[src/rtl/syb_demapping.sv]
// Receive-side ternary symbol demapper for 100BASE-T1: recovers rdn/sxn and runs
// the SILENT/HUNT/LOCKED tracker. Define SYB_DEMAP_ERRCNT_EN to build err_cnt.
module syb_demapping #(
    parameter int ZERO_RUN = 8,
    parameter int LOCK_CNT = 16,
    parameter int ERR_W    = 8
) (
    input  logic             clk,
    input  logic             rst_n,
    input  logic [1:0]       RAn,
    input  logic [1:0]       RBn,
    input  logic             rx_sd1,
    input  logic             rx_sxn,
    input  logic             err_clr,
    output logic [2:0]       rdn,
    output logic             rdn_vld,
    output logic             rsxn,
    output logic             rsxn_vld,
    output logic             rx_zero,
    output logic             rx_invalid,
    output logic             rx_lock,
    output logic             rx_silent,
    output logic [ERR_W-1:0] err_cnt
);

    localparam int ZW = $clog2(ZERO_RUN + 1);
    localparam int MW = $clog2(LOCK_CNT + 1);

    typedef enum logic [1:0] {
        ST_SILENT = 2'd0,
        ST_HUNT   = 2'd1,
        ST_LOCKED = 2'd2
    } state_t;

    state_t         state_r;
    logic [ZW-1:0]  zrun_r;
    logic [MW-1:0]  mcnt_r;

    logic [2:0]     rdn_s;
    logic           data_s;
    logic           sxv_s;
    logic           sx_s;
    logic           inv_s;
    logic           zero_s;
    logic           match_s;
    logic           mismatch_s;
    logic           zrun_hit_s;

    function automatic logic sym_is_invalid(input logic [1:0] sym);
        return (sym == 2'b10);
    endfunction

    // Combinational demap of the incoming ternary pair
    always_comb begin
        rdn_s  = 3'b000;
        data_s = 1'b0;
        sxv_s  = 1'b0;
        sx_s   = 1'b0;
        inv_s  = sym_is_invalid(RAn) || sym_is_invalid(RBn);
        zero_s = (!inv_s) && (RAn == 2'b00) && (RBn == 2'b00);
        case ({RAn, RBn})
            4'b0100: begin data_s = 1'b1; rdn_s = 3'b000; end
            4'b1100: begin data_s = 1'b1; rdn_s = 3'b100; end
            4'b0111: begin data_s = 1'b1; rdn_s = 3'b010; end
            4'b1101: begin data_s = 1'b1; rdn_s = 3'b110; end
            4'b0011: begin data_s = 1'b1; sxv_s = 1'b1; sx_s = 1'b0; rdn_s = {1'b0, rx_sd1, 1'b1}; end
            4'b0001: begin data_s = 1'b1; sxv_s = 1'b1; sx_s = 1'b0; rdn_s = {1'b1, rx_sd1, 1'b1}; end
            4'b1111: begin data_s = 1'b1; sxv_s = 1'b1; sx_s = 1'b1; rdn_s = {1'b0, rx_sd1, 1'b1}; end
            4'b0101: begin data_s = 1'b1; sxv_s = 1'b1; sx_s = 1'b1; rdn_s = {1'b1, rx_sd1, 1'b1}; end
            default: begin data_s = 1'b0; end
        endcase
    end

    // Scrambler-bit comparison and zero-run terminal detection
    always_comb begin
        match_s    = sxv_s && (sx_s == rx_sxn);
        mismatch_s = sxv_s && (sx_s != rx_sxn);
        zrun_hit_s = zero_s && (zrun_r == ZW'(ZERO_RUN - 1));
    end

    // Registered per-pair decode outputs
    always_ff @(posedge clk or negedge rst_n) begin
        if (!rst_n) begin
            rdn        <= 3'b000;
            rdn_vld    <= 1'b0;
            rsxn       <= 1'b0;
            rsxn_vld   <= 1'b0;
            rx_zero    <= 1'b0;
            rx_invalid <= 1'b0;
        end else begin
            rdn        <= rdn_s;
            rdn_vld    <= data_s;
            rsxn       <= sx_s;
            rsxn_vld   <= sxv_s;
            rx_zero    <= zero_s;
            rx_invalid <= inv_s;
        end
    end

    // Saturating run length of consecutive (0,0) pairs
    always_ff @(posedge clk or negedge rst_n) begin
        if (!rst_n) begin
            zrun_r <= ZW'(0);
        end else if (zero_s) begin
            if (zrun_r != ZW'(ZERO_RUN)) begin
                zrun_r <= zrun_r + ZW'(1);
            end else begin
                zrun_r <= zrun_r;
            end
        end else begin
            zrun_r <= ZW'(0);
        end
    end

    // Lock/silence tracker; flags are updated alongside the state they mirror
    always_ff @(posedge clk or negedge rst_n) begin
        if (!rst_n) begin
            state_r   <= ST_SILENT;
            mcnt_r    <= MW'(0);
            rx_silent <= 1'b1;
            rx_lock   <= 1'b0;
        end else if (zrun_hit_s) begin
            state_r   <= ST_SILENT;
            mcnt_r    <= MW'(0);
            rx_silent <= 1'b1;
            rx_lock   <= 1'b0;
        end else begin
            case (state_r)
                ST_SILENT: begin
                    if (data_s) begin
                        state_r   <= ST_HUNT;
                        mcnt_r    <= MW'(0);
                        rx_silent <= 1'b0;
                        rx_lock   <= 1'b0;
                    end else begin
                        state_r   <= ST_SILENT;
                    end
                end
                ST_HUNT: begin
                    if (match_s) begin
                        if (mcnt_r == MW'(LOCK_CNT - 1)) begin
                            state_r <= ST_LOCKED;
                            mcnt_r  <= MW'(0);
                            rx_lock <= 1'b1;
                        end else begin
                            mcnt_r  <= mcnt_r + MW'(1);
                        end
                    end else if (mismatch_s || inv_s) begin
                        mcnt_r <= MW'(0);
                    end else begin
                        mcnt_r <= mcnt_r;
                    end
                end
                ST_LOCKED: begin
                    if (inv_s) begin
                        state_r <= ST_HUNT;
                        mcnt_r  <= MW'(0);
                        rx_lock <= 1'b0;
                    end else begin
                        state_r <= ST_LOCKED;
                    end
                end
                default: begin
                    state_r   <= ST_SILENT;
                    mcnt_r    <= MW'(0);
                    rx_silent <= 1'b1;
                    rx_lock   <= 1'b0;
                end
            endcase
        end
    end

`ifdef SYB_DEMAP_ERRCNT_EN
    logic [ERR_W-1:0] err_r;
    logic             err_inc_s;

    // Error events: invalid pairs while tracking, sxn mismatches while locked
    always_comb begin
        err_inc_s = (inv_s && (state_r != ST_SILENT)) ||
                    (mismatch_s && (state_r == ST_LOCKED));
    end

    // Saturating error counter; clear dominates increment
    always_ff @(posedge clk or negedge rst_n) begin
        if (!rst_n) begin
            err_r <= {ERR_W{1'b0}};
        end else if (err_clr) begin
            err_r <= {ERR_W{1'b0}};
        end else if (err_inc_s && (err_r != {ERR_W{1'b1}})) begin
            err_r <= err_r + {{(ERR_W-1){1'b0}}, 1'b1};
        end else begin
            err_r <= err_r;
        end
    end

    assign err_cnt = err_r;
`else
    logic unused_err_clr_s;
    assign unused_err_clr_s = err_clr;
    assign err_cnt          = {ERR_W{1'b0}};
`endif

endmodule

[config.mk]
export PLATFORM = sky130hd
export DESIGN_NAME = syb_demapping
export DESIGN_NICKNAME = d
export VERILOG_FILES = /design/src/rtl/syb_demapping.sv
export SDC_FILE = /design/constraint.sdc
export NUM_CORES = 1
export LEC_CHECK = 0
export CAP_MARGIN = 30
export CELL_PAD_IN_SITES_DETAIL_PLACEMENT = 0
export CELL_PAD_IN_SITES_GLOBAL_PLACEMENT = 1
export CORE_MARGIN = 5
export CORE_UTILIZATION = 34
export DETAILED_ROUTE_END_ITERATION = 16
export PLACE_DENSITY = 0.82
export SLEW_MARGIN = 30
export SYNTH_ARGS = -nofsm -noshare
export SYNTH_HDL_FRONTEND = slang
export SYNTH_SLANG_ARGS = --single-unit
export TNS_END_PERCENT = 1
[constraint.sdc]
create_clock -name clk -period 1.9 [get_ports clk]
set_input_delay 0.475 -clock clk [delete_from_list [all_inputs] [get_ports clk]]
set_output_delay 0.475 -clock clk [all_outputs]
set_load 0.02 [all_outputs]
# Word level (Yosys, flattened, before mapping)
# Cells that the tools add are included.
# word_totals
word_cells	85
in_bits	9
register_bits	21
output_inout_bits	18
# op_classes
n_eq_ne	24
addsub	2
n_mux	27
n_reduce_logical	21
# ops
op	count
$mux W5	6
$eq A4 B3 Y1 const B	4
$pmux W3 S5	1
$pmux W5 S3	1
$eq A4 B4 Y1 const B	3
$ne A3 B3 Y1 const B	4
$mux W1	10
$mux W2	4
$mux W4	2
$ne A4 B4 Y1 const B	2
$reduce_or A2 Y1	4
$reduce_or A8 Y1	1
$eq A2 B2 Y1 const B	3
$logic_not A2 Y1	3
$pmux W2 S3	1
$add A5 B1 Y5 const B	1
$eq A5 B4 Y1 const B	1
$logic_and A1 B1 Y1	5
$add A4 B1 Y4 const B	1
$eq A4 B1 Y1 const B	1
$eq A4 B2 Y1 const B	1
$ne A2 B1 Y1 const B	2
$reduce_and A2 Y1	2
$reduce_and A4 Y1	1
9 further kinds	10

# Longest topological paths before layout
# Gate-level depths: netlist of the first run.
# logic_depth
ltp_word	10
ltp_mapped	8
mapped_depth_nobuf	7

# Worst setup path before layout of the first run
# No wires, ideal clock.
# synth_timing
path_kind	input -> register
start	input port RAn[0]
end	register mcnt_r[0]
setup_slack_ns	-0.481
arrival_ns	2.256
path_buffers	3
path_stages	8
setup_time_ns	0.125
t_required_ns	1.775
cell_sequence	clkbuf_1 or4_4 buf_6 or2_4 o221a_4 or2_1 buf_6 mux2_4
# synth_between
elab_chain_cells	8
elab_cells_between_ends	33
classes_between	eq/ne: 14; mux: 6; reduce/logical: 13
# synth_rtl
item	line	rtl
start: declaration	10	input logic [1:0] RAn,
$eq A4 B3 Y1 (tied with other cells)	61	case ({RAn, RBn})
$reduce_or A2 Y1 (no line) or $logic_or A1 B1 Y1 (tied branches)	-	
$mux W1 or $logic_not A1 Y1 (tied branches)	61, 60	
$eq A1 B1 Y1 (tied with other cells)	76	match_s = sxv_s && (sx_s == rx_sxn);
$logic_and A1 B1 Y1, on equally long branches	76, 60, 77	
$mux W5 (tied with other cells)	140	if (match_s) begin
$pmux W5 S3 (tied with other cells)	128	case (state_r)
$mux W5 or $reduce_and A3 Y1 (tied branches)	-	
end signal: assignment	146	mcnt_r <= mcnt_r + MW'(1);
end signal: assignment	151	mcnt_r <= mcnt_r;
end: declaration	37	logic [MW-1:0] mcnt_r;
# Several ways; a longest one is shown, not always the timed one.
# A chain may end at the register's enable or synchronous reset.

# Worst setup path in the final report of the first run
# layout_timing
start	input port RBn[1]
end	register mcnt_r[1]
# layout_between
elab_chain_cells	8
elab_cells_between_ends	33
classes_between	eq/ne: 14; mux: 6; reduce/logical: 13
# layout_rtl
item	line	rtl
start: declaration	11	input logic [1:0] RBn,
$eq A4 B3 Y1 (tied with other cells)	61	
$reduce_or A2 Y1 (no line) or $logic_or A1 B1 Y1 (tied branches)	-	
$mux W1 or $logic_not A1 Y1 (tied branches)	61, 60	
$eq A1 B1 Y1 (tied with other cells)	76	
$logic_and A1 B1 Y1, on equally long branches	76, 60, 77	
$mux W5 (tied with other cells)	140	
$pmux W5 S3 (tied with other cells)	128	
$mux W5 or $reduce_and A3 Y1 (tied branches)	-	
# Several ways; a longest one is shown, not always the timed one.

==> results of run 1 <==
-- registers in the layout, summed over array words and instances (netlist names) --
name        flops
rsxn            1
rx_invalid      1
rdn_vld         1
mcnt_r          5
rx_lock         1
rx_silent       1
rsxn_vld        1
rx_zero         1
rdn             3
state_r         2
zrun_r          4
-- what timing repair did --
| action | 4_1_cts | 5_1_grt |
|---|---|---|
| pin swaps | 7 | 1 |
| setup endpoints to repair | 8 | 5 |
| buffers inserted | 1 | 0 |
| resized for setup | 25 | 3 |
-- path summary, 6_finish.rpt --
kind	start	endpoint
worst max-delay path	RBn[1]	mcnt_r[1]$_DFFE_PN0P_
worst min-delay path	rx_lock$_DFFE_PN0P_	rx_lock$_DFFE_PN0P_
worst max register to register	zrun_r[0]$_DFFE_PN0P_	mcnt_r[1]$_DFFE_PN0P_
worst min register to register	rx_lock$_DFFE_PN0P_	rx_lock$_DFFE_PN0P_
max in group asynchronous	rst_n	rx_silent$_DFFE_PN1P_
min in group asynchronous	rst_n	zrun_r[2]$_DFFE_PN0P_
-- where the power goes --
group          leakage, nW  internal (mW)  switching, mW
sequential           0.276          0.509         0.0220
combinational        0.519          0.350          0.349
clock               0.0255          0.146          0.144
-- layout make-up --
cell class	count	area (sq um)
clock buffers	3	41.29
fillers	344	1878
clock inverters	1	5.005
inverters	10	37.54
flip-flops and latches	21	526.8
repair buffers	49	405.4
well taps	48	60.06
multi-input cells	87	651.9
-- metrics by stage --
stage	power [mW]	util, %
6_report	1.521	47.92
3_3_place_gp	1.191	45.70
3_5_place_dp	1.209	45.70
2_1_floorplan	0.9722	-
5_1_grt	1.630	47.92
4_1_cts	1.528	47.50
-- placed cells by master, fill, tap and decap left out, types with 3 or more instances in the layout --
cell and n:
nand2_1 7, nor2_1 5, nand2b_1 4, conb_1 8
a21oi_1 6, inv_1 10, dfrtp_1 20, clkdlybuf4s50_1 11
nand3_1 3, clkbuf_8 3, buf_4 32, nor2b_1 3
mux2i_1 3, ha_1 7
-- worst max-delay path: stages --
cell	delay, ns
buf_6	0.09
or4_4	0.53
or2_4	0.27
o221a_4	0.11
or2_4	0.28
mux2_4	0.30
-- cell families after synthesis --
kind of cell               after synthesis  share of synthesized area [%]
AOI/OAI and AO/OA                       27                          16.27
xor gates and xnor gates                 3                          2.096
adders and majority gates                7                          6.986
buffers and inverters                   22                          10.78
DFF                                     21                          42.02
muxes                                    5                          4.791
other                                    1                         0.2991
and+or+nand+nor                         37                          16.77
-- metal layers --
layer / part of all wire [%] / global-route usage [%]
met1: 44 / 12.98
met2: 50 / 17.71
met5: 0 / 0
met4: 1.3 / 4.802
met3: 5.1 / 3.409
==> flow_summary_export.csv, run 1 <==
group,metric,value,unit
run_status,status,"complete, but fails checks",
run_status,violations,"negative setup slack",
critical_path,ff2ff_path_depth,6,
sta,setup_viol,2,
min_path,worst_hold_path_type,"reg -> reg",
grt,grt_pass1_wl,4381,microns
floorplanning,die_h,70.73,microns
floorplanning,core_region_area,3606,sq um
clock_tree,cts_buffers,3,
floorplanning,dieArea,5002,sq um
floorplanning,initial_utilization,34.77,%
routing,antenna_left,0,
routing,drt_iter0_markers,50,
sta,fin_ws,-0.01894,ns
logic_synthesis,yosysTopAreaCellShare,39.92,%
grt,antenna_found_initial,0,
clock_tree,postCtsHoldBufs,0,
critical_path,crit_arrival,2.06,ns
clock_tree,cts_tree,"yes",
place,post-place-ws,-0.7082,ns
critical_path,critPathCaptureType,"flop",
finish,final_cells,219,
critical_path,crit_type,"in -> reg",
min_path,holdPathStages,1,
routing,wl_per_cell,12.21,microns
floorplanning,num_rows,22,
logic_synthesis,synth_edf_count,0,
critical_path,worstPathRequired,2.05,ns
grt,grt_max_degree,22,
place,placedCellCount,214,
finish,area_growth,37.82,%
critical_path,r2r_slack,0.06,ns
routing,wl,2675,microns
finish,final_area,1728,sq um
routing,routed-via-count,1028,
floorplanning,io_pins,27,
place,dpl_cell_area,1648,sq um
clock_tree,clockBufferDepth,2,
logic_synthesis,synth_top_cell_by_area,"dfrtp_1",
flow_run,drv_cap,0,
place,routabilityCongestion,0.8282,
finish,antennaDiodeCount,0,
sta,min_period_over_period,101.0,%
pwr,p_per_area,880.1,nW/um^2
grt,grt_overflow,0,
logic_synthesis,synth_seq_cells,21,
logic_synthesis,synthArstFlopShare,100.0,%
routing,drc,0,
logic_synthesis,synthCells,123,
grt,grt_pass1_vias,1008,
critical_path,critical_path_peak_fanout,5,
sta,maxSlewViolCount,0,
clock_tree,cts.sinks,21,
logic_synthesis,synth_cell_types,44,
sta,rsz0062_at_grt,"yes",
logic_synthesis,ys.warnings.count,0,
grt,grtUsageTotal,10.82,%
critical_path,crit_path_start_kind,"primary input",
logic_synthesis,synthFlopType,"dfrtp_1",
finish,layout.nets,188,
clock_tree,clk_latency,0.26,ns
logic_synthesis,synth_common_cells,"dfrtp_1, inv_1, buf_4",
logic_synthesis,synth_area_leaders,"dfrtp_1, ha_1, buf_4, inv_1, buf_6",
finish,drive_gt1_share,32.75,%
place,port_buffers,17,
routing,drt-vias-per-instance,4.694,
place,dpl.hpwl,2069,microns
sta,max_freq,521.1,MHz
logic_synthesis,syn_area_per_cell,10.19,sq um
pwr,p_leak,0.8207,nW
logic_synthesis,seq_area_frac_synth,42.02,%
sta,finalCriticalPeriod,1.919,ns
logic_synthesis,netlist_area,1254,sq um
floorplanning,die_w,70.73,microns
routing,dr.pass1.iters,4,
sta,hold_slack,0.4953,ns
clock_tree,cts.clk_slew.worst_paths,0.08,ns
pwr,peakVddDrop,0.4490,mV
clock_tree,root_buffer,"clkbuf_8",
logic_synthesis,post-synth-top-count-cell,"dfrtp_1",
sta,tns,-0.03740,ns
sta,finalHoldViolations,0,
sta,skew,0.004990,ns
clock_tree,htreeDepth,1,
Note: power is estimated with default switching activity, not from simulation.
==> run 2: changes to the inputs <==
--- a/config.mk
+++ b/config.mk
@@ -12,6 +12,7 @@
 export CORE_UTILIZATION = 34
 export DETAILED_ROUTE_END_ITERATION = 16
 export PLACE_DENSITY = 0.82
+export RECOVER_POWER = 50
 export SLEW_MARGIN = 30
 export SYNTH_ARGS = -nofsm -noshare
 export SYNTH_HDL_FRONTEND = slang
==> run 2 against run 1 <==
The flow still finishes with violations (negative setup slack). Critical path depth unchanged. Combinational power shrank 0.6%. Sequential share of layout area increased by 0.066 points. Sequential cell count unchanged. Fmax hardly changed. Clock skew hardly changed. Via count about the same. Setup slack about the same.
==> flow_summary_export.csv, run 2 (synthesis gave the netlist of run 1 again) <==
group,metric,value,unit
clock_tree,cts_buffers,3,
place,routabilityCongestion,0.8282,
sta,fin_ws,-0.01886,ns
place,post-place-ws,-0.7082,ns
flow_run,drv_cap,0,
floorplanning,num_rows,22,
clock_tree,cts.clk_slew.worst_paths,0.07,ns
routing,drt_iter0_markers,50,
finish,area_growth,37.52,%
grt,grt_pass1_wl,4381,microns
finish,layout_common_cells,"buf_4, dfrtp_1, inv_1, clkdlybuf4s50_1, conb_1",
critical_path,worstPathRequired,2.05,ns
pwr,p_per_area,879.7,nW/um^2
pwr,p_leak,0.8171,nW
finish,multi_input_area,651.9,sq um
floorplanning,core_region_area,3606,sq um
grt,gr-usage-met1,12.98,%
routing,antenna_left,0,
critical_path,crit_arrival,2.06,ns
clock_tree,postCtsHoldBufs,0,
critical_path,critPathCaptureType,"flop",
pwr,switching_share,33.85,%
finish,seq_area,526.8,sq um
critical_path,critPathTopFamily,"simple AND/OR/NAND/NOR gates",
grt,grt_pass1_vias,1008,
finish,n_fill_cell,346,
routing,routed-via-count,1027,
floorplanning,io_pins,27,
clock_tree,cts.sinks,21,
critical_path,crit_chain,"buf_6 > or4_4 > or2_4 > o221a_4 > or2_4 > mux2_4",
pwr,power.clock.fraction,19.1,%
clock_tree,clockBufferDepth,2,
min_path,hold_path.startpoint,"RBn[1]",
sta,finalCriticalPeriod,1.919,ns
grt,grt_overflow,0,
pwr,seqPwrFrac,35.0,%
routing,wl_per_cell,12.17,microns
min_path,whs_endpoint,"rdn[2]$_DFF_PN0_",
grt,grtUsageMet2,17.71,%
place,dpl.hpwl,2069,microns
min_path,worst_hold_path_type,"in -> reg",
critical_path,crit_type,"in -> reg",
critical_path,r2r_end,"mcnt_r[1]$_DFFE_PN0P_",
sta,max_slew_margin,26.41,%
clock_tree,htreeDepth,1,
pwr,p_comb_share,45.9,%
floorplanning,initial_utilization,34.77,%
grt,grtUsageTotal,10.82,%
sta,setup_viol,2,
critical_path,crit_buf_inv,1,
critical_path,critical_path_peak_fanout,5,
min_path,holdPathStages,3,
critical_path,crit_path_start_kind,"primary input",
floorplanning,die_w,70.73,microns
finish,largest_reg_flops,5,
finish,layout_commonest_cell,"buf_4",
finish,layout.nets,188,
sta,min_period_over_period,101.0,%
sta,tns,-0.03723,ns
finish,drive_gt1_share,32.16,%
run_status,violations,"negative setup slack",
critical_path,ff2ff_path_depth,6,
routing,drc,0,
sta,maxSlewViolCount,0,
finish,regMostFlops,"mcnt_r",
place,port_buffers,17,
grt,grt_busiest_layer,"met2",
routing,wl,2666,microns
routing,drt-vias-per-instance,4.689,
routing,dr.pass1.iters,4,
sta,tightest_slew,1.104,ns
run_status,status,"complete, but fails checks",
sta,skew,0.004967,ns
pwr,peakVddDrop,0.4467,mV
pwr,p_switching,513.4,uW
floorplanning,dieArea,5002,sq um
clock_tree,root_buffer,"clkbuf_8",
finish,antennaDiodeCount,0,
critical_path,r2r_slack,0.06,ns
critical_path,crit_slowest_cell,"or4_4",
critical_path,regToRegStartpoint,"zrun_r[0]$_DFFE_PN0P_",
critical_path,cpMostUsedCell,"or2_4",
grt,antenna_found_initial,0,
floorplanning,die_h,70.73,microns
sta,finalHoldViolations,0,
clock_tree,clk_latency,0.26,ns
pwr,p_int,1.003,mW
grt,grt_use_met3,3.409,%
sta,max_freq,521.1,MHz
sta,rsz0062_at_grt,"yes",
grt,grt_max_degree,22,
clock_tree,cts_tree,"yes",
critical_path,slowest_delay,0.53,ns
finish,reg_top3,"mcnt_r: 5 flops, zrun_r: 4 flops, rdn: 3 flops",
[run 2: per-layer routing]
layer | vias up | wire [microns]
li1 | 511 | -
met4 | 0 | 35
met3 | 2 | 120
met1 | 486 | 1191
met2 | 28 | 1319
met5 | - | 0
[run 2: layout make-up]
cell class	instances	share of cell area, %
multi-input cells	87	37.81
repair buffers	49	23.29
clock buffers	3	2.395
well taps	48	3.483
flip-flops and latches	21	30.55
inverters	10	2.177
clock inverters	1	0.2903
[run 2: stage by stage]
stage	power [mW]	cell area (sq um)	hold slack [ns]	instances	util, %
after global placement	1.191	1648	0.4808	214	45.70
after global routing	1.628	1724	0.4976	219	47.81
after detailed placement	1.209	1648	0.4746	214	45.70
after CTS	1.528	1713	0.4887	219	47.50
final	1.517	1724	0.4945	219	47.81
after floorplan	0.9722	1292	0.1794	130	-
[run 2: repair_timing]
action | CTS | global route
buffers inserted | 1 | 0
pin swaps | 7 | 1
resized for setup | 25 | 3
endpoints found under the setup margin | 8 | 5
[run 2: worst max-delay path by stage]
stage | endpoint | slack, ns | start | cells after the start
2_1_floorplan | mcnt_r[0]$_DFFE_PN0P_ | -0.41 | RAn[0] | 8
3_3_place_gp | mcnt_r[0]$_DFFE_PN0P_ | -0.67 | RAn[1] | 6
3_5_place_dp | mcnt_r[0]$_DFFE_PN0P_ | -0.71 | RAn[1] | 6
4_1_cts | mcnt_r[1]$_DFFE_PN0P_ | -0.01 | RBn[1] | 6
5_1_grt | mcnt_r[1]$_DFFE_PN0P_ | -0.04 | RBn[1] | 7
6_report | mcnt_r[1]$_DFFE_PN0P_ | -0.02 | RBn[1] | 6
[run 2: power groups by stage]
stage | combinational, mW | clock [mW] | sequential (mW)
6_report | 0.696 | 0.290 | 0.531
5_1_grt | 0.769 | 0.321 | 0.538
4_1_cts | 0.691 | 0.304 | 0.533
3_5_place_dp | 0.668 | 0 | 0.541
3_3_place_gp | 0.650 | 0 | 0.541
2_1_floorplan | 0.380 | 0 | 0.592
[run 2: worst register-to-register path: stages (launching register included)]
cell and delay [ns]:
dfrtp_1 0.38, ha_1 0.21, nand3b_1 0.16, or2_4 0.28
o221a_4 0.12, or2_4 0.28, mux2_4 0.30
